### src/rtl/anneal_step_sched.sv
// Job sequencer for the anneal step counter and spin-update datapath.
// Loads the counter, issues one step per handshake, reloads between rounds, reports done/error.
module anneal_step_sched #(
    parameter int unsigned COUNTER_BITWIDTH = 8,
    parameter int unsigned ROUND_BITWIDTH   = 4
) (
    input  logic                        clk_i,
    input  logic                        rst_ni,
    input  logic                        cfg_valid_i,
    output logic                        cfg_ready_o,
    input  logic [COUNTER_BITWIDTH-1:0] cfg_iters_i,
    input  logic [ROUND_BITWIDTH-1:0]   cfg_rounds_i,
    input  logic                        abort_i,
    output logic                        step_valid_o,
    input  logic                        step_ready_i,
    output logic                        cnt_en_o,
    output logic                        cnt_load_o,
    output logic [COUNTER_BITWIDTH-1:0] cnt_value_o,
    output logic                        cnt_step_o,
    output logic                        cnt_recount_o,
    input  logic                        cnt_finish_i,
    input  logic                        cnt_overflow_i,
    output logic                        busy_o,
    output logic                        done_o,
    output logic                        err_o,
    output logic [ROUND_BITWIDTH-1:0]   round_o
);

    typedef enum logic [2:0] {
        StIdle,
        StLoad,
        StIssue,
        StCheck,
        StRecount,
        StDone
    } state_e;

    state_e                      state_q, state_d;
    logic [COUNTER_BITWIDTH-1:0] iters_q, iters_d;
    logic [ROUND_BITWIDTH-1:0]   round_q, round_d;
    logic                        err_q, err_d;

    always_comb begin
        state_d       = state_q;
        iters_d       = iters_q;
        round_d       = round_q;
        err_d         = err_q;
        cfg_ready_o   = 1'b0;
        step_valid_o  = 1'b0;
        cnt_load_o    = 1'b0;
        cnt_step_o    = 1'b0;
        cnt_recount_o = 1'b0;
        done_o        = 1'b0;

        unique case (state_q)
            StIdle: begin
                cfg_ready_o = 1'b1;
                if (cfg_valid_i) begin
                    iters_d = cfg_iters_i;
                    round_d = cfg_rounds_i;
                    err_d   = 1'b0;
                    if ((cfg_iters_i == '0) || (cfg_rounds_i == '0)) begin
                        state_d = StDone;
                    end else begin
                        state_d = StLoad;
                    end
                end
            end
            StLoad: begin
                cnt_load_o = 1'b1;
                state_d    = StIssue;
            end
            StIssue: begin
                step_valid_o = 1'b1;
                if (step_ready_i) begin
                    cnt_step_o = 1'b1;
                    state_d    = StCheck;
                end
            end
            StCheck: begin
                if (!cnt_finish_i) begin
                    state_d = StIssue;
                end else if (round_q > ROUND_BITWIDTH'(1)) begin
                    state_d = StRecount;
                end else begin
                    state_d = StDone;
                end
            end
            StRecount: begin
                cnt_recount_o = 1'b1;
                round_d       = round_q - ROUND_BITWIDTH'(1);
                state_d       = StIssue;
            end
            StDone: begin
                done_o  = 1'b1;
                state_d = StIdle;
            end
            default: state_d = StIdle;
        endcase

        // Abort beats overflow beats the normal transition; both suppress this cycle's strobes.
        if (state_q != StIdle) begin
            if (abort_i) begin
                state_d       = StIdle;
                round_d       = round_q;
                err_d         = err_q;
                cnt_load_o    = 1'b0;
                cnt_step_o    = 1'b0;
                cnt_recount_o = 1'b0;
                done_o        = 1'b0;
            end else if (cnt_overflow_i) begin
                err_d         = 1'b1;
                round_d       = round_q;
                cnt_load_o    = 1'b0;
                cnt_step_o    = 1'b0;
                cnt_recount_o = 1'b0;
                // Already signalling done; finish rather than pulse done twice.
                state_d       = (state_q == StDone) ? StIdle : StDone;
            end
        end
    end

    always_ff @(posedge clk_i or negedge rst_ni) begin
        if (!rst_ni) begin
            state_q <= StIdle;
            iters_q <= '0;
            round_q <= '0;
            err_q   <= 1'b0;
        end else begin
            state_q <= state_d;
            iters_q <= iters_d;
            round_q <= round_d;
            err_q   <= err_d;
        end
    end

    assign busy_o      = (state_q != StIdle);
    assign cnt_en_o    = busy_o;
    assign cnt_value_o = iters_q;
    assign round_o     = round_q;
    assign err_o       = err_q;

endmodule

### config.mk
export PLATFORM = sky130hd
export DESIGN_NAME = anneal_step_sched
export DESIGN_NICKNAME = d
export VERILOG_FILES = /design/src/rtl/anneal_step_sched.sv
export SDC_FILE = /design/constraint.sdc
export NUM_CORES = 1
export LEC_CHECK = 0
export CORE_MARGIN = 2
export CORE_UTILIZATION = 41
export CTS_CLUSTER_SIZE = 30
export DETAILED_ROUTE_END_ITERATION = 12
export MAX_ROUTING_LAYER = met4
export PLACE_DENSITY = 0.79
export SETUP_SLACK_MARGIN = 0.3
export SYNTH_ARGS = -nofsm -noshare
export SYNTH_HDL_FRONTEND = slang
export SYNTH_SLANG_ARGS = --single-unit
### constraint.sdc
create_clock -name clk_i -period 1.82 [get_ports clk_i]
set_input_delay 0.182 -clock clk_i [delete_from_list [all_inputs] [get_ports clk_i]]
set_output_delay 0.182 -clock clk_i [all_outputs]
set_load 0.03 [all_outputs]
# Word level (Yosys, flattened, before mapping)
# Index checks and enable logic that the tools add are counted.
dict set report word_totals {
  register_bits 16
  input_bits 19
  word_cells 59
}
dict set report classes {
  n_addsub 1
  magnitude_cmp 1
  eq_ne 7
  mux 38
  reduce_logical 8
}
# op count
set op_table {}
lappend op_table {{1-bit 2-to-1 mux} 24}
lappend op_table {{3-bit 2-to-1 mux} 8}
lappend op_table {{4-bit 2-to-1 mux} 4}
lappend op_table {{3-bit one-hot mux with 4 select lines} 1}
lappend op_table {{8-bit logical NOT} 1}
lappend op_table {{4-bit one-hot mux with 2 select lines} 1}
lappend op_table {{3-bit by 2-bit == test with 1-bit output (second input constant)} 2}
lappend op_table {{3-bit == test (second input constant)} 2}
lappend op_table {{4-bit by 1-bit greater-than comparator with 1-bit output (second input constant)} 1}
lappend op_table {{4-bit logical NOT} 1}
lappend op_table {{2-bit inequality test (second input constant)} 2}
lappend op_table {{2-bit AND reduction} 2}
lappend op_table {{4-bit by 1-bit subtractor with 4-bit output (second input constant)} 1}
lappend op_table {{3-bit by 1-bit == test with 1-bit output (second input constant)} 1}
lappend op_table {{3-bit logical NOT} 1}
lappend op_table {{3-bit nonzero test} 1}
lappend op_table {{2-bit OR reduction} 1}
lappend op_table {{1-bit logical OR} 1}

# Depth between registers and ports, before layout
dict set report depth {
  depth_word 8
  ltp_mapped 5
  ltp_nobuf 5
}

# Worst setup path after synthesis
# No wires, ideal clock.
dict set report synth_path {
  path_kind {reg2out}
  from {reg state_q[0]}
  to {out done_o}
  arrival_time_ns 1.640
  required_ns 1.638
  slack_ns -0.002
  stages_incl_launch_ff 3
  cell_sequence {dfrtp_1 clkbuf_1 nor4b_1}
}
dict set report synth_between {
  elab_chain_len 4
  elab_cells_between_ends 5
  cone_classes {eq/ne: 1; mux: 3; reduce/logical: 1}
}
# item line_no
set synth_lines {}
lappend synth_lines {{start: declaration} 38} ;# state_e state_q, state_d;
lappend synth_lines {{start signal: assignment} 125} ;# state_q <= StIdle;
lappend synth_lines {{start signal: assignment} 130} ;# state_q <= state_d;
lappend synth_lines {{3-bit == test} 55} ;# unique case (state_q)
lappend synth_lines {{1-bit 2-to-1 mux} 55}
lappend synth_lines {{1-bit 2-to-1 mux} 103} ;# if (abort_i) begin
lappend synth_lines {{1-bit 2-to-1 mux *} 102} ;# if (state_q != StIdle) begin
lappend synth_lines {{end: declaration} 24} ;# output logic done_o,
# Every way passes the cells marked *; elsewhere a longest branch is shown, timed or not.

# Worst setup path after layout
dict set report layout_path {
  from {reg state_q[2]}
  to {reg state_q[0]}
}
dict set report layout_between {
  elab_chain_len 6
  elab_cells_between_ends 13
  cone_classes {eq/ne: 5; mux: 5; reduce/logical: 3}
}
# item line_no
set layout_lines {}
lappend layout_lines {{3-bit == test / 3-bit by 1-bit == test with 1-bit output (equally long branches)} 55}
lappend layout_lines {{2-bit OR reduction (no source line)} --}
lappend layout_lines {{3-bit one-hot mux with 4 select lines} 55}
lappend layout_lines {{3-bit 2-to-1 mux} 111} ;# end else if (cnt_overflow_i) begin
lappend layout_lines {{3-bit 2-to-1 mux} 103}
lappend layout_lines {{3-bit 2-to-1 mux *} 102}
lappend layout_lines {{net state_d[0]} 38}
# Mark *: on every way through the listed nets, which the timed path passes. The rest lies on a longest branch.
# A chain may end at the register's enable or synchronous reset.

==> impl_results.md <==
- Die Y: a little over 50 um
- H-Tree Depth: 1
- Final Non-Filler Cells: 180
- Static Leakage: 0.000790 uW
- PD cells: 1690 nW/um^2
- GRT busiest layer: met2
- Asr flop ratio synth: 1.00
- Io pins: 40
- Finished Core Util: 0.814
- Starting Density: 0.446
- Via count: between 1000 and 1500
- Final ANT Viol Nets: 0
- Crit path launch type: flip-flop
- Class of the tightest hold or removal check: input port to async pin
- Core area: approximately 2000 um^2
- Kind of cell adding the most delay to the critical path: simple AND/OR/NAND/NOR gates
- Routed len/inst: 17.2 um
- Minimum clock period: 1.71 ns
- Leading post-synthesis cells by cell area: dfrtp_1 (44%), mux2_2 (10%), inv_1 (3.7%), or4b_1 (3.3%), a21oi_1 (2.8%)
- Yosys warning total: 0
- Seq/Total Area, Yosys: 0.444
- Setup TNS: 0 ns
- Max clock buf depth: 2
- Yosys top cell area share: 0.444
- Post-synthesis cell count: 92
- Dpl hpwl: 2030 um
- Slowest library cell on the worst path: or4b_1
- DRT Wirelength: approximately 3100 um
- Dpl cells: 165
- Largest stage delay, worst path: roughly 0.50 ns
- Final setup viols: 0
- Count of different cell masters after synthesis: 34
- Initial antenna violation count: 0
- Root Buffer: clkbuf_4
- Remaining DRCs: 0
- Worst-Margin Slew: between 0.4 and 0.5 ns
- Commonest non-fill, non-tap cell in the layout: clkdlybuf4s50_1
- Overflow after GRT: 0
- Syn nets: between 100 and 150
- Req. time, crit path: 2.02 ns
- Yosys top cell by area: dfrtp_1
- First-pass detailed-route iteration total: 4
- Nets@finish: 175
- GP Congestion: approximately 0.90
- Area Overhead vs Synth: 82.4%
- Met2 usage: 0.383
- Vias in the first global route: ~970
- Clock buffer count from CTS: 3
- Peak VDD IR: 1250 uV
- Post-synth EDFFs: 0
- Vias per inst: 5.67
- First-pass GRT wire length: ~4500 um
- Antenna cells: 0
- Largest net degree at the start of global routing: 10
- Met1 usage: 0.289
- Die area: 2590 um^2
- WS Path Type: flip-flop to flip-flop
- FF+latch count, synth: 16
- Unrepaired setup endpoints after global routing: yes
- FMAX: between 500 and 600 MHz
- Final clock period utilization by the worst path: 0.941
- WP buf/inv: 1
- Syn Area/Cell: approximately 9.8 um^2
- CTS Sinks: 16
- CTS tree: done
- Worst-skew pair later-pin latency: 0.28 ns
- Clk_skew: 0.00185 ns
- Relative slew margins: 0.727
- Crit path DAT: 1.91 ns
- Worst-path fanout max: 6
- Initial detailed-routing violation count: 31
- Crit path cell chain: buf_4 > or4b_1 > or3_1 > a31oi_2
- Clock-pin slew on the worst setup and hold paths: about 0.090 ns
- Port bufs: 39
- # fillers: 125
- Die X: just over 50 um
- GRT met3 Usage: 0.0380
- Setup ws final: 0.108 ns
- CP Capture Type: flip-flop
- Fraction of layout cells with a size suffix above 1: 0.412
- Max-cap viol count: 0
- Synthesized area: 902 um^2
- Status: finished clean
- Most used flip-flop cell after synthesis: dfrtp_1
- Commonest cells after routing, fill and taps aside: clkdlybuf4s50_1 (18), buf_4 (16), buf_6 (15)
- Row count: 16
- GRT Util Overall: 0.236
- Final Max Tran Viols: 0
- DP Worst Slack: 0.0554 ns
- Fin. Hold Viols: 0
-- what timing repair did --
item                                    in CTS  in global routing
endpoints found under the setup margin      26                 30
buffers inserted                             5                  6
pin swaps                                    3                  8
hold buffers                                 0                  0
gates resized for setup                     36                 30
-- cell type report --
type,count,area (um^2),area share
clock buffer,4,36.3,0.0221
inverter,9,33.8,0.0205
multi-input combinational,62,523,0.318
sequential,16,405,0.246
tap,27,33.8,0.0205
timing repair buffer,62,613,0.373
-- cells in the mapped netlist, drive strengths merged, types with 2 or more instances --
library cell / number
dfrtp: 16
a21oi: 5
nand4: 2
o22ai: 2
or4b: 3
and3: 3
nor2: 5
o21ai: 3
clkbuf: 3
inv: 9
nand3: 2
buf: 2
nor4: 3
or3: 2
nand2: 5
o211ai: 2
ha: 2
mux2: 8
-- path summary, 6_finish.rpt --
path                       cells past startpoint      startpoint        endpoint  slack [ns]
setup / recovery                               4      state_q[2]      state_q[0]        0.11
hold / removal                                 1          rst_ni      round_o[0]        0.17
setup reg to reg                               4      state_q[2]      state_q[0]        0.11
hold reg to reg                                1  cnt_value_o[7]  cnt_value_o[7]        0.51
max in group asynchronous                      2          rst_ni  cnt_value_o[5]        1.18
min in group clk_i                             1  cnt_value_o[7]  cnt_value_o[7]        0.51
-- metal layers --
layer	up-vias	wire, um
met1	495	1200
met2	60	1610
met4	0	34
li1	459	-
met3	6	241
met5	-	0
-- report_power, final --
part | total, uW | leakage, uW | internal, uW | switching (uW)
logic | 1860 | 0.000583 | 876 | 980
clock network | 230 | 0.0000210 | 122 | 108
registers | 694 | 0.000186 | 535 | 159
-- kinds of logic (layout without fill, tap and decap cells) --
| group | Yosys count | after routing | synth area share |
|---|---|---|---|
| compound gates | 18 | 18 | 0.135 |
| buf+inv | 14 | 75 | 0.0638 |
| simple gates | 33 | 33 | 0.219 |
| fa+ha+maj | 2 | 2 | 0.0277 |
| flops | 16 | 16 | 0.444 |
| mux | 9 | 9 | 0.111 |
-- stage by stage --
stage | hold WS [ns] | instance area (um^2) | total power [uW]
floorplan | -0.114 | 926 | 1630
global route | 0.180 | 1650 | 2930
detailed placement | 0.491 | 1390 | 2260
finish | 0.174 | 1650 | 2780
global placement | 0.488 | 1390 | 2220
CTS | 0.177 | 1530 | 2610
-- flip-flops by register name, indices dropped and copies added, names as in the netlist --
name         cells
cnt_value_o      8
round_o          4
state_q          3
err_o            1
(Power assumes the default switching activity.)
